## src/rtl/fetch_pkg.sv

```systemverilog
// fetch_pkg: shared state encoding, default parameters and instruction field positions
package fetch_pkg;
  typedef enum logic [1:0] {BOOT, RUN, HALTED, FAULT} state_t;
  localparam logic [31:0] DEF_RESET_PC = 32'd0;
  localparam int DEF_MEM_WORDS = 32;
  localparam int OPC_MSB = 31;
  localparam int OPC_LSB = 26;
  localparam int JIDX_MSB = 25;
  localparam int JIDX_LSB = 0;
  localparam int IMM_MSB = 15;
  localparam int IMM_LSB = 0;
  localparam int IMM_W = IMM_MSB - IMM_LSB + 1;
endpackage

```

## src/rtl/next_pc_calc.sv

```systemverilog
// next_pc_calc: jump / taken-branch target for the presented instruction
module next_pc_calc
  import fetch_pkg::*;
(
  input  logic [31:0] instr,
  input  logic [31:0] instr_pc,
  input  logic        jump,
  output logic [31:0] target
);
  assign target = jump ? {instr_pc[OPC_MSB:OPC_LSB], instr[JIDX_MSB:JIDX_LSB]}
                       : instr_pc + 32'd1 + {{(32-IMM_W){instr[IMM_MSB]}}, instr[IMM_MSB:IMM_LSB]};
endmodule

```

## src/rtl/fetch_unit.sv

```systemverilog
// fetch_unit: instruction fetch sequencer with stall, redirect, halt and out-of-range fault
module fetch_unit
  import fetch_pkg::*;
#(
  parameter logic [31:0] RESET_PC  = DEF_RESET_PC,
  parameter int          MEM_WORDS = DEF_MEM_WORDS
) (
  input  logic        Clk,
  input  logic        Reset,
  input  logic        Stall,
  input  logic        Jump,
  input  logic        BranchTaken,
  input  logic        Halt,
  input  logic        Resume,
  output logic [31:0] MemAddress,
  input  logic [31:0] MemData,
  output logic [31:0] Instr,
  output logic [31:0] InstrPC,
  output logic        InstrValid,
  output logic        Fault
);
  localparam logic [31:0] LIMIT = 32'(MEM_WORDS);
  state_t state, state_nx;
  logic [31:0] pc, issued_pc, target;
  logic redirect, want, fetch, flt;
  assign Instr = MemData;
  assign InstrPC = issued_pc;
  next_pc_calc u_calc (
    .instr   (MemData),
    .instr_pc(issued_pc),
    .jump    (Jump),
    .target  (target)
  );
  // fetch address selection, fetch/fault decision and next state
  always_comb begin
    redirect = InstrValid && state == RUN && (Jump || BranchTaken);
    MemAddress = redirect ? target : (Stall && state == RUN) ? issued_pc : pc;
    want = (state == RUN && !Halt) || (state == HALTED && Resume);
    fetch = want && MemAddress < LIMIT;
    flt = want && MemAddress >= LIMIT;
    state_nx = state == BOOT ? RUN
             : flt ? FAULT
             : (state == RUN && Halt) ? HALTED
             : (state == HALTED && Resume) ? RUN
             : state;
  end
  // state, address registers, valid and sticky fault
  always_ff @(posedge Clk or posedge Reset) begin
    if (Reset) begin
      state <= BOOT;
      pc <= RESET_PC;
      issued_pc <= RESET_PC;
      InstrValid <= 1'b0;
      Fault <= 1'b0;
    end else begin
      state <= state_nx;
      InstrValid <= fetch;
      Fault <= Fault | flt;
      if (fetch) begin
        issued_pc <= MemAddress;
        pc <= MemAddress + 32'd1;
      end else if (Halt && redirect) begin
        pc <= target;
      end
    end
  end
endmodule

```

## config.mk

```make
export PLATFORM = sky130hd
export DESIGN_NAME = fetch_unit
export DESIGN_NICKNAME = d
export VERILOG_FILES = /design/src/rtl/fetch_pkg.sv /design/src/rtl/next_pc_calc.sv /design/src/rtl/fetch_unit.sv
export SDC_FILE = /design/constraint.sdc
export NUM_CORES = 1
export LEC_CHECK = 0
export CORE_ASPECT_RATIO = 1.25
export CORE_MARGIN = 10
export CORE_UTILIZATION = 55
export CTS_CLUSTER_SIZE = 16
export DETAILED_ROUTE_END_ITERATION = 7
export DONT_BUFFER_PORTS = 1
export PLACE_DENSITY = 0.77
export RECOVER_POWER = 25
export SLEW_MARGIN = 20
export SYNTH_ARGS = -nofsm -noshare
export SYNTH_HDL_FRONTEND = slang
export SYNTH_SLANG_ARGS = --single-unit
```

## constraint.sdc

```tcl
create_clock -name Clk -period 12.8 [get_ports Clk]
set_input_delay 1.92 -clock Clk [delete_from_list [all_inputs] [get_ports Clk]]
set_output_delay 1.92 -clock Clk [all_outputs]
set_load 0.01 [all_outputs]
```

==> flow_summary.toml <==
[routing]
vias_per_cell = 6.83
routed_wire_length_per_instance_um = 23.5
initialDrtViolationCount = 623
detail_route.first_pass.iterations = 5
route.final.wire_length_mm = 20.7
drt_drc_violations_left = 0
route.antenna.remaining_nets = 0
dr_total_vias = 6028

[critical_path]
startpoint_type = "primary input"
cp_data_arrival_time_ns = 7.11
path_cells = "inv_1 > ha_1 > fa_1 > nor2b_1 > o2111ai_1 > a21oi_1 > a21oi_1 > xor2_1 > a221oi_1 > or4_1 > or4_1 > nor4_4 > nand2_2 > inv_2 > mux2_1"
worstSetupPathType = "in -> reg"
setup.reg_to_reg.worst_slack_ns = 6.98
maximum_net_fanout_on_the_critical_path = 33
endpoint_kind = "flop"
critical_path.slowest_cell = "sky130_fd_sc_hd__inv_2"
critPathMaxStageDelay_ns = 0.72
worst-endpoint-required_ns = 13.02

[finish]
layout-drive-gt1-share_pct = 4.81
net_total_in_the_final_layout = 817
insertedDiodeCount = 0
postLayoutCellArea_sq_um = 6280
most-common-layout-cells = "116 x sky130_fd_sc_hd__nand2_1, 69 x sky130_fd_sc_hd__a21oi_1, 68 x sky130_fd_sc_hd__dfrtp_1, 54 x sky130_fd_sc_hd__nor2_1, 37 x sky130_fd_sc_hd__o21ai_0"
final_common_cell = "sky130_fd_sc_hd__nand2_1"
area_delta_synth_final_pct = 0.763
finalNonFillerCells = 883

[clock_network]
holdBufCountCts = 0
cts_htree_levels = 3
cts_num_sinks = 68
post_cts_buffers = 0
clock_tree.root_cell = "sky130_fd_sc_hd__clkbuf_16"
postCtsResizedCells = 0
tritoncts_clock_tree = "yes"
worst_setup_hold_path_clk_slew_ns = 0.06
cts-root-to-sink-buffers = 2
clkLatencyLatePin_ns = 0.35
cts_inserted_buffers = 9

[hold_path]
hp-class = "reg -> reg"

[yosys]
async_flop_share_pct = 100
netlist_instances = 808
netlist-cell-type-count = 72
synth_enable_flop_cells = 0
synthesis.area_sq_um = 6230
post_synthesis_register_bit_count = 68
yosysSeqAreaShare_pct = 27.3
syn_avg_cell_area_sq_um = 7.72
synthesized_net_count = 881
synth-main-ff-cell = "sky130_fd_sc_hd__dfrtp_1"
yosysWarnings = 0

[placement]
dpl.cell_count = 868
gp_congestion = 0.991
post-dp-hpwl_mm = 15.2
io_buffer_count = 0
post_dp_cell_area_sq_um = 6020

[sta]
fin_crit_sh_pct = 53.8
report.final.hold_viol_count = 0
drv_slew = 69
min_period_ns = 6.89
max_slew_margin_pct = -151
clock-skew-final_ns = 0.0116
timing.fmax_mhz = 145
final-setup-viol-count = 0
tightest_slew_ns = 3.76
rsz_0062_raised_after_global_routing = "no"
final.setup.tns_ns = 0

[job]
drv_cap = 1

[global_routing]
grt_max_degree = 69
overflow = 0
grt_pass1_wl_mm = 32.2
first_global_vias = 5543
grt.total_usage_pct = 25.2
grt_antenna_before_repair = 0

[power]
power-per-cell-area_nw_per_um2 = 86.6
vdd_drop_max_mv = 0.0588
static-leakage-power_uw = 0.00292

[floorplanning]
die_x_um = 115
ioPinCount = 137
floorplan.initialDensity_pct = 56.3
std_cell_rows = 43
die_height_um = 139
dieArea_sq_um = 16000
core_region_area_sq_um = 11100

[run_status]
violations = "capacitance limit, slew limit"
status = "complete, but fails checks"
==> report_power, final <==
part           leakage, uW  internal [uW]  switching (uW)  total, uW
sequential        0.000901            222            4.12        226
clock             0.000135            140            95.4        236
combinational      0.00188           29.8            52.8       82.6
==> worst paths after layout <==
path	from	end	cells past startpoint
max in group asynchronous	Reset	pc[25]	2
hold reg to reg	pc[5]	pc[5]	1
hold / removal	pc[5]	pc[5]	1
setup / recovery	MemData[0]	InstrPC[4]	15
setup reg to reg	InstrPC[0]	InstrPC[4]	15
min in group asynchronous	Reset	pc[6]	2
==> kinds of logic (layout without fill, tap and decap cells) <==
group / count (synthesis) / in the layout / share of synthesized area [%]
adders and majority gates: 34 / 34 / 6.94
muxes: 25 / 25 / 4.13
buffers and inverters: 101 / 41 / 8.33
AOI/OAI and AO/OA: 248 / 248 / 25.6
DFF: 68 / 68 / 27.3
xor gates and xnor gates: 31 / 31 / 4.35
and+or+nand+nor: 301 / 301 / 23.4
==> per-stage QoR <==
| stage | setup WS, ns | hold slack (ns) | power, uW | utilization, % |
|---|---|---|---|---|
| 2_1_floorplan | 6.79 | 0.459 | 305 | - |
| 3_3_place_gp | 5.78 | 0.471 | 309 | 54.3 |
| 3_5_place_dp | 5.65 | 0.481 | 310 | 54.3 |
| 4_1_cts | 5.99 | 0.505 | 544 | 56.7 |
| 5_1_grt | 5.61 | 0.521 | 564 | 56.7 |
| 6_report | 5.91 | 0.503 | 544 | 56.7 |
==> critical path: cells and delay by family <==
kind	cells	cell delay, ns
AND/OR/NAND/NOR	5	2.29
adder cells (fa/ha/maj)	2	0.62
multiplexers	1	0.39
buffers and inverters	2	0.74
XOR/XNOR	1	0.23
AO/OA/AOI/OAI	4	0.90
==> flip-flops by register name (all words and copies together), names as in the netlist <==
name        cells
InstrValid      1
pc             32
Fault           1
InstrPC        32
state           2
==> cell usage after synthesis (all sizes together) (3+ instances only) <==
| cell type | number | area (sq um) |
|---|---|---|
| xor2 | 15 | 131 |
| a211o | 4 | 35.0 |
| o22ai | 17 | 106 |
| buf | 48 | 320 |
| nand2 | 118 | 448 |
| o221a | 3 | 33.8 |
| a221oi | 6 | 52.6 |
| and3 | 9 | 56.3 |
| inv | 18 | 67.6 |
| nor2 | 54 | 203 |
| dfrtp | 68 | 1700 |
| a211oi | 8 | 60.1 |
| ha | 33 | 413 |
| a22oi | 3 | 22.5 |
| or4 | 5 | 41.3 |
| nor2b | 6 | 37.5 |
| a21oi | 69 | 345 |
| nor3 | 20 | 111 |
| o2111ai | 3 | 26.3 |
| o211ai | 8 | 60.1 |
| nand2b | 6 | 37.5 |
| o21ai | 52 | 264 |
| a31oi | 14 | 87.6 |
| a21boi | 6 | 45.1 |
| xnor2 | 16 | 140 |
| nand3 | 26 | 130 |
| nand4 | 9 | 56.3 |
| a22o | 3 | 26.3 |
| o31ai | 8 | 60.1 |
| a21o | 16 | 120 |
| nand3b | 3 | 22.5 |
| and2 | 34 | 213 |
| o21a | 7 | 52.6 |
| clkbuf | 35 | 131 |
| mux2i | 19 | 190 |
| o21bai | 3 | 22.5 |
| mux2 | 6 | 67.6 |
| and4 | 3 | 26.3 |
==> layout make-up <==
| cell class | instances | area (sq um) |
|---|---|---|
| clock buffer | 13 | 260 |
| clock inverter | 2 | 10.0 |
| fill | 1019 | 4800 |
| inverter | 18 | 67.6 |
| multi-input combinational | 639 | 4020 |
| sequential | 68 | 1700 |
| tap | 135 | 169 |
| timing repair buffer | 8 | 56.3 |
==> layer usage <==
layer,vias to the layer above,part of all wire (%),track usage [%]
li1,2760,-,-
met1,2876,39,31.9
met2,341,48,39.8
met3,51,11,6.71
met4,0,2.8,9.53
met5,-,0,0
(Power assumes the default switching activity.)
